### src/rtl/keccak_squeeze_buffer.sv
// rtl/keccak_squeeze_buffer.sv - parallel-load, word-serial output buffer for the SHAKE squeeze phase
//
// Purpose: takes one rate-sized block of Keccak state in parallel and streams it
// out as W-bit words over a valid/ready handshake. It also tracks the remaining
// output length and zero-masks the final partial word. Empty, last-word and
// last-block status go back to the Keccak FSM.
//
// Ports:
//   clk, rst             clock, synchronous active-high reset
//   len_we               latch output_length_i / mode_i (aborts a held block)
//   output_length_i      requested output length in bits
//   mode_i               0 = SHAKE128 (21-word rate), 1 = SHAKE256 (17-word rate)
//   block_we, block_i    parallel block load; word k = block_i[k*W +: W]
//   ready_i              consumer accepts data_o
//   data_o, valid_o      current output word and its valid
//   last_output_word     current word is the final word of the whole output
//   last_output_block    remaining length fits in one rate block
//   output_buffer_empty  no words pending
//   done_o               one-cycle pulse after the final word is transferred

module keccak_squeeze_buffer #(
    parameter int W          = 64,
    parameter int RATE_WORDS = 21,
    parameter int LEN_W      = 32
) (
    input  logic                    clk,
    input  logic                    rst,
    input  logic                    len_we,
    input  logic [LEN_W-1:0]        output_length_i,
    input  logic                    mode_i,
    input  logic                    block_we,
    input  logic [RATE_WORDS*W-1:0] block_i,
    input  logic                    ready_i,
    output logic [W-1:0]            data_o,
    output logic                    valid_o,
    output logic                    last_output_word,
    output logic                    last_output_block,
    output logic                    output_buffer_empty,
    output logic                    done_o
);

    typedef enum logic {
        EMPTY = 1'b0,
        HOLD  = 1'b1
    } state_t;

    localparam int                SHAKE256_WORDS = 17;
    localparam int                CNT_W          = $clog2(RATE_WORDS + 1);
    localparam logic [LEN_W-1:0]  W_LEN          = LEN_W'(W);

    state_t                  state_q, state_d;
    logic [RATE_WORDS*W-1:0] shreg_q, shreg_d;
    logic [CNT_W-1:0]        word_cnt_q, word_cnt_d;
    logic [LEN_W-1:0]        remaining_q, remaining_d;
    logic                    mode_q, mode_d;
    logic                    done_q, done_d;

    // Length/mode as seen by a block load this cycle: a same-cycle len_we wins.
    logic [LEN_W-1:0] eff_rem;
    logic             eff_mode;
    logic [CNT_W-1:0] eff_rate;
    logic [LEN_W-1:0] words_needed;
    logic [CNT_W-1:0] load_cnt;
    logic [LEN_W-1:0] step;
    logic [LEN_W-1:0] rate_bits;
    logic [W-1:0]     mask;
    logic             xfer;

    always_comb begin
        eff_rem      = len_we ? output_length_i : remaining_q;
        eff_mode     = len_we ? mode_i : mode_q;
        eff_rate     = eff_mode ? CNT_W'(SHAKE256_WORDS) : CNT_W'(RATE_WORDS);
        words_needed = (eff_rem / W_LEN) + (((eff_rem % W_LEN) != '0) ? LEN_W'(1) : '0);
        load_cnt     = (words_needed >= LEN_W'(eff_rate)) ? eff_rate : words_needed[CNT_W-1:0];
        xfer         = (state_q == HOLD) && ready_i;
        // Saturating decrement amount: never step past zero.
        step         = (remaining_q >= W_LEN) ? W_LEN : remaining_q;
    end

    always_comb begin
        state_d     = state_q;
        shreg_d     = shreg_q;
        word_cnt_d  = word_cnt_q;
        remaining_d = remaining_q;
        mode_d      = mode_q;
        done_d      = 1'b0;

        if (len_we) begin
            // New transaction: any held block is dropped.
            remaining_d = output_length_i;
            mode_d      = mode_i;
            state_d     = EMPTY;
            word_cnt_d  = '0;
        end else if (xfer) begin
            shreg_d     = shreg_q >> W;
            word_cnt_d  = word_cnt_q - CNT_W'(1);
            remaining_d = remaining_q - step;
            if (word_cnt_q == CNT_W'(1)) begin
                state_d = EMPTY;
            end
            if ((remaining_q != '0) && (remaining_q <= W_LEN)) begin
                done_d = 1'b1;
            end
        end

        // Loads only into an empty buffer (len_we empties it first); never a
        // same-cycle refill on the final transfer since that cycle is still HOLD.
        if (block_we && ((state_q == EMPTY) || len_we) && (eff_rem != '0)) begin
            shreg_d    = block_i;
            word_cnt_d = load_cnt;
            state_d    = HOLD;
        end
    end

    always_ff @(posedge clk) begin
        if (rst) begin
            state_q     <= EMPTY;
            shreg_q     <= '0;
            word_cnt_q  <= '0;
            remaining_q <= '0;
            mode_q      <= 1'b0;
            done_q      <= 1'b0;
        end else begin
            state_q     <= state_d;
            shreg_q     <= shreg_d;
            word_cnt_q  <= word_cnt_d;
            remaining_q <= remaining_d;
            mode_q      <= mode_d;
            done_q      <= done_d;
        end
    end

    always_comb begin
        rate_bits = mode_q ? LEN_W'(SHAKE256_WORDS * W) : LEN_W'(RATE_WORDS * W);
        // Keep only the bits still owed to the user in the final partial word.
        mask      = (remaining_q >= W_LEN) ? {W{1'b1}} : ~({W{1'b1}} << remaining_q);
    end

    assign valid_o             = (state_q == HOLD);
    assign output_buffer_empty = (state_q == EMPTY);
    assign data_o              = (state_q == HOLD) ? (shreg_q[W-1:0] & mask) : '0;
    assign last_output_word    = (state_q == HOLD) && (remaining_q <= W_LEN);
    assign last_output_block   = (remaining_q <= rate_bits);
    assign done_o              = done_q;

endmodule

### config.mk
export PLATFORM = sky130hd
export DESIGN_NAME = keccak_squeeze_buffer
export DESIGN_NICKNAME = d
export VERILOG_FILES = /design/src/rtl/keccak_squeeze_buffer.sv
export SDC_FILE = /design/constraint.sdc
export NUM_CORES = 2
export LEC_CHECK = 0
export CAP_MARGIN = 25
export CORE_AREA = 2 2 567 569
export DETAILED_ROUTE_END_ITERATION = 10
export DIE_AREA = 0 0 569 571
export PLACE_DENSITY = 0.36
export SLEW_MARGIN = 10
export SYNTH_ARGS = -nofsm -noshare
export SYNTH_HDL_FRONTEND = slang
export SYNTH_SLANG_ARGS = --single-unit
export TNS_END_PERCENT = 10
### constraint.sdc
create_clock -name clk -period 12 [get_ports clk]
set_input_delay 3.6 -clock clk [delete_from_list [all_inputs] [get_ports clk]]
set_output_delay 3.6 -clock clk [all_outputs]
set_load 0.1 [all_outputs]
# --- Yosys cells after proc, flatten, opt, wreduce, memory -nomap -nowiden ---
# Index checks and enable logic that the tools add are counted.
# W data, S select, Z words.
totals:
  regBits: 1384
  in_bits: 1382
  output_inout_bits: 69
  elab_cells: 58
op_classes:
  add_sub_neg: 3
  n_lt_le_gt_ge: 4
  eq_ne: 2
  shift: 1
  mux: 22
  bitwise: 4
  n_reduce_logical: 16
op_table:
  columns: ["operator", "count"]
  rows:
  - ["$mux W1344", 3]
  - ["$mux W32", 4]
  - ["$mux W64", 2]
  - ["$reduce_bool A32 Y1", 3]
  - ["$and A64 B64 Y64", 1]
  - ["$not A64 Y64", 1]
  - ["$shl A64 B32 Y64 const A", 1]
  - ["$ge A32 B7 Y1 const B", 1]
  - ["$le A32 B11 Y1", 1]
  - ["$le A32 B7 Y1 const B", 1]
  - ["$sub A32 B32 Y32", 1]
  - ["$add A26 B1 Y27", 1]
  - ["$ge A27 B5 Y1", 1]
  - ["$mux W5", 4]
  - ["$mux W9", 1]
  - ["$mux W1", 7]
  - ["$reduce_bool A3 Y1", 2]
  - ["$eq A5 B1 Y1 const B", 1]
  - ["$logic_and A1 B1 Y1", 5]
  - ["$sub A5 B1 Y5 const B", 1]
  - ["$reduce_and A2 Y1", 2]
  - ["$reduce_bool A2 Y1", 2]
  - ["$mux W3", 1]
  - ["$reduce_or A3 Y1", 1]
  - ["3 further kinds", 4]

# --- Logic depth before layout (Yosys ltp) ---
logic_depth:
  word_depth: 7
  mapped_depth: 18
  depth_no_buf: 14

# --- Worst setup path after synthesis ---
# OpenSTA, ideal clock, no wires.
synth_path:
  path_kind: "reg-to-output"
  from: "reg remaining_q[1]"
  to: "out last_output_block"
  t_arrival_ps: 6338
  required_time_ps: 8400
  path_slack_ps: 2062
  stages_incl_launch_ff: 7
  path_buffers: 0
  cell_sequence: "dfxtp_1 -> or3_1 -> or3_1 -> o32a_1 -> o22ai_1 -> nand2b_1 -> a2111oi_0"
synth_via:
  elab_chain_len: 1
synth_rtl:
  columns: ["element", "line_no", "source"]
  rows:
  - ["start: declaration", "54", "logic [LEN_W-1:0] remaining_q, remaining_d;"]
  - ["start signal: assignment", "127", "remaining_q <= remaining_d;"]
  - ["$le A32 B11 Y1", "143", "assign last_output_block = (remaining_q <= rate_bits);"]
  - ["end: declaration", "37", "output logic last_output_block,"]
# Every way passes these cells.

# --- Final worst setup path ---
layout_path:
  from: "reg remaining_q[22]"
  to: "out data_o[1]"
layout_via:
  elab_chain_len: 5
  word_cells_on_any_way: 6
  cone_classes: "order compare (1); shift (1); mux (2); bitwise (2)"
layout_rtl:
  columns: ["element", "line_no", "source"]
  rows:
  - ["parallel branches: the longest is 2 deep, another holds $ge A32 B7 Y1", null, null]
  - ["$mux W64 (*)", "136", "mask = (remaining_q >= W_LEN) ? {W{1'b1}} : ~({W{1'b1}} << remaining_q);"]
  - ["$and A64 B64 Y64 (*)", "141", "assign data_o = (state_q == HOLD) ? (shreg_q[W-1:0] & mask) : '0;"]
  - ["$mux W64 (*)", "141", null]
  - ["end: declaration", "34", "output logic [W-1:0] data_o,"]
# Mark *: on every way between the ends.

==> summary.txt <==
STA
  – Crit share post-route: a little over 80%
  – Slew @ Worst Pin: 1.23 ns
  – Slew Limit Fails: 0
  – Minimum clock period: just under 10 ns
  – Final hold vios: 0
  – RSZ-0062 raised after global routing: false
  – Setup Viol. Count Final: 0
  – Worst relative slew slack: 18.2%
  – Final setup TNS: 0 ns
  – F_max: just over 100 MHz
  – Max Clock Skew: about 0.064 ns

Logic synthesis
  – Ys async rst share: 0%
  – Synth warn: 0
  – Number of synthesized register bits: roughly 1400
  – Mapped Cells: 6760
  – Top cell type by total area after synthesis: dfxtp_1
  – Largest family of logic cells by synthesized area: compound AO/OA/AOI/OAI gates
  – Dominant cells by area after synthesis: dfxtp_1 49%, a22oi_1 16%, a21oi_1 12%, nand2_1 10%, clkbuf_1 3.0%
  – Mux contribution to synthesized area: less than 1%
  – Compound-Gate Fraction of Synth Area: 31.1%
  – Syn Area/Cell: between 8 and 9 µm²
  – Sequential element share of the synthesized area: between 40% and 50%
  – Adder-cell share of the synthesized area: less than 1%
  – Mapped Area: 56200 µm²
  – Net count after synthesis: about 8000
  – Synth top area share: ~49%
  – Cell variety after synth: ~70
  – Post-Synth XOR/XNOR Area: less than 1%
  – Post-Synth Simple-Gate Area: around an eighth
  – Predominant post-synthesis flop cell: dfxtp_1
  – Post-synth EDFFs: 0

Global routing
  – GRT Max-Usage Layer: met2
  – M3 GR Usage: about 6.7%
  – Global route overflow: 0
  – Vias in the first global route: 55600
  – Grt met1 use: around 23%
  – Initial antenna violation count: 243
  – Met2 Use GR: roughly 36%
  – Largest net degree at the start of global routing: 174
  – First-pass GRT wire length: 465 mm
  – GRT Total Usage: around a fifth

Worst setup path
  – Worst EP arrival: between 6 and 7 ns
  – Worst endpoint required time: between 8 and 9 ns
  – Crit-path max FO: 27
  – Worst Setup Start Kind: register
  – Setup crit end kind: output pin
  – Worst Setup Path Type: reg2out

Clock network
  – Clk buf depth: 4
  – Root Buffer Master: clkbuf_16
  – Post-CTS Hold Buffers: 0
  – Post-CTS Setup Bufs: 0
  – Clock sink count: 1384
  – Post-cts repair resize count: 0
  – H-tree depth: 4
  – Worst skew pair latency: around 0.9 ns
  – CTS tree: done
  – Total CTS buffers: about 180
  – Clock transition at path regs: ~0.06 ns

Pwr
  – Clock power frac: ~45%
  – NetSw: 3.48 mW
  – Maximum VDD drop: ~0.10 mV
  – Pwr/cell area: ~150 nW/µm²
  – Sw Ratio: between 20% and 30%
  – Comb pwr share: about an eighth
  – Leakage: approximately 27 nW
  – Pint: 8.85 mW
  – Seq pwr share: a little over two fifths

Die
  – Initial Utilization: between 15 and 20%
  – Die height: 571 µm
  – Row cnt: roughly 210
  – Die W: around 570 µm
  – Die area: 325000 µm²
  – Core ar.: roughly 320000 µm²
  – Boundary Pins: around 1500

Routing
  – Initial DRC Count: ~4400
  – Post-Route WL: 348 mm
  – Via count: approximately 57000
  – Vias per cell: around 4.7
  – Residual DRC: 0
  – Routed WL per cell: about 28 µm
  – First drt pass iteration count: 5
  – Antenna viol nets, final: 0

Placed design
  – Final GP Congestion: between 0.8 and 0.9
  – Placed Cells: around 12000
  – I/O Buffers: ~1500
  – Placed cell area: 74000 µm²
  – Hpwl dp: 262 mm

Worst hold path
  – Hold WC Path Type: reg2reg

Job
  – Max_cap viols: 0

Layout
  – Design area: ~80000 µm²
  – Final #Nets: 9196
  – Filler cell count in the final layout: roughly 35000
  – Share of cells above drive strength 1: under 10%
  – Final Instance Count excl. Fillers: roughly 12000
  – Layout area overhead: 42.5%

Status
  – Status: complete, no violations
## Yosys cell counts, types with 6 or more instances
cell type and number:
a21oi_1 1350, nand4b_1 6, nand2_1 1518, o311a_1 14
mux2i_1 19, xor2_1 9, nor2_1 129, dfxtp_1 1384
o21ai_0 33, xnor2_1 23, buf_2 171, a211oi_1 8
nand4_1 11, ha_1 7, nand3_1 98, nor2b_1 9
nand3b_1 6, a311oi_1 69, clkbuf_1 445, inv_1 16
nand2b_1 10, a22oi_1 1218, or4_1 6, a31oi_1 8
buf_4 41, nor3_1 19, a221oi_1 7, nor4_1 8
and3_1 21, or3_1 8
## per-layer routing
layer  routed length, µm  vias up
li1                    -    26700
met1              136000    27900
met2              174000     1920
met3               27000      627
met4               10200      192
met5                1240        -
## area by class of cell
type / instances / area [µm²] / area share, %
flip-flops and latches: 1384 / 27700 / 34.6
multi-input cells: 4694 / 25600 / 31.9
repair buffers: 1530 / 15400 / 19.2
clock buffers: 267 / 5400 / 6.74
well taps: 4200 / 5260 / 6.56
clock inverters: 54 / 520 / 0.650
diodes: 72 / 180 / 0.225
inverters: 16 / 60.1 / 0.0750
## final timing paths
kind                                                    from                         end  slack, ns  depth (start not counted)
worst max-delay path            remaining_q[22]$_SDFFE_PP0P_                   data_o[1]       2.24                          9
worst min-delay path               shreg_q[706]$_SDFFE_PP0P_   shreg_q[706]$_SDFFE_PP0P_       0.45                          2
worst max register to register   remaining_q[3]$_SDFFE_PP0P_  word_cnt_q[2]$_SDFFE_PP0P_       6.75                         14
worst min register to register     shreg_q[706]$_SDFFE_PP0P_   shreg_q[706]$_SDFFE_PP0P_       0.45                          2
## power groups by stage
stage                     Combinational [mW]  Sequential [mW]  Clock (mW)
after detailed placement                1.62             5.29           0
final                                   1.61             5.18        5.54
after CTS                               1.63             5.19        5.72
after floorplan                        0.829             5.10           0
after global placement                  1.61             5.28           0
after global routing                    1.75             5.20        5.89
## worst max-delay path, cell delays in order (launching register included)
cell,delay (ns)
dfxtp_1,0.37
or4_1,0.56
or3_1,0.53
or3_4,0.46
nor3_4,0.16
buf_4,0.34
nand2_1,0.53
nor2_1,1.01
a21oi_1,0.23
clkdlybuf4s50_1,1.08
## through the flow
| step | setup WS, ns | hold WS, ns | util (%) | power, mW |
|---|---|---|---|---|
| after floorplan | 2.06 | 0.432 | - | 5.93 |
| after global placement | 3.19 | 0.440 | 23.2 | 6.90 |
| after detailed placement | 3.14 | 0.444 | 23.2 | 6.91 |
| after CTS | 2.17 | 0.453 | 25.0 | 12.5 |
| after global routing | 2.03 | 0.465 | 25.0 | 12.8 |
| final | 2.24 | 0.451 | 25.1 | 12.3 |
## sequential cells by signal, summed over array words and instances, names as in the netlist
| name | cells |
|---|---|
| done_o | 1 |
| mode_q | 1 |
| remaining_q | 32 |
| shreg_q | 1344 |
| valid_o | 1 |
| word_cnt_q | 5 |
## cells by family (layout without fill, tap and decap cells)
| family | count (synthesis) | after routing |
|---|---|---|
| AO/OA/AOI/OAI | 2763 | 2763 |
| AND/OR/NAND/NOR | 1869 | 1869 |
| flip-flops | 1384 | 1384 |
| buffers and inverters | 682 | 1867 |
| XOR/XNOR | 32 | 32 |
| multiplexers | 22 | 22 |
| adder cells (fa/ha/maj) | 7 | 7 |
| other | 1 | 73 |
## cell usage in the layout, fill, tap and decap left out, types with 7 or more instances in the layout
cell type	n
clkinvlp_4	7
nand2b_1	10
nand2_1	1517
clkdlybuf4s50_1	1448
a211oi_1	8
buf_4	58
ha_1	7
nand3_1	98
diode_2	72
nor3_1	19
nand4_1	11
clkinv_2	33
or3_1	8
dfxtp_1	1383
a221oi_1	7
nor2_1	129
xnor2_1	23
inv_1	16
a22oi_1	1218
clkbuf_8	48
mux2i_1	19
nor4_1	8
buf_12	20
and3_1	20
nor2b_1	9
clkbuf_16	184
o21ai_0	33
o311a_1	14
a21oi_1	1350
xor2_1	9
clkbuf_1	35
a31oi_1	8
a311oi_1	69
Power figures use the tool's default switching activity.
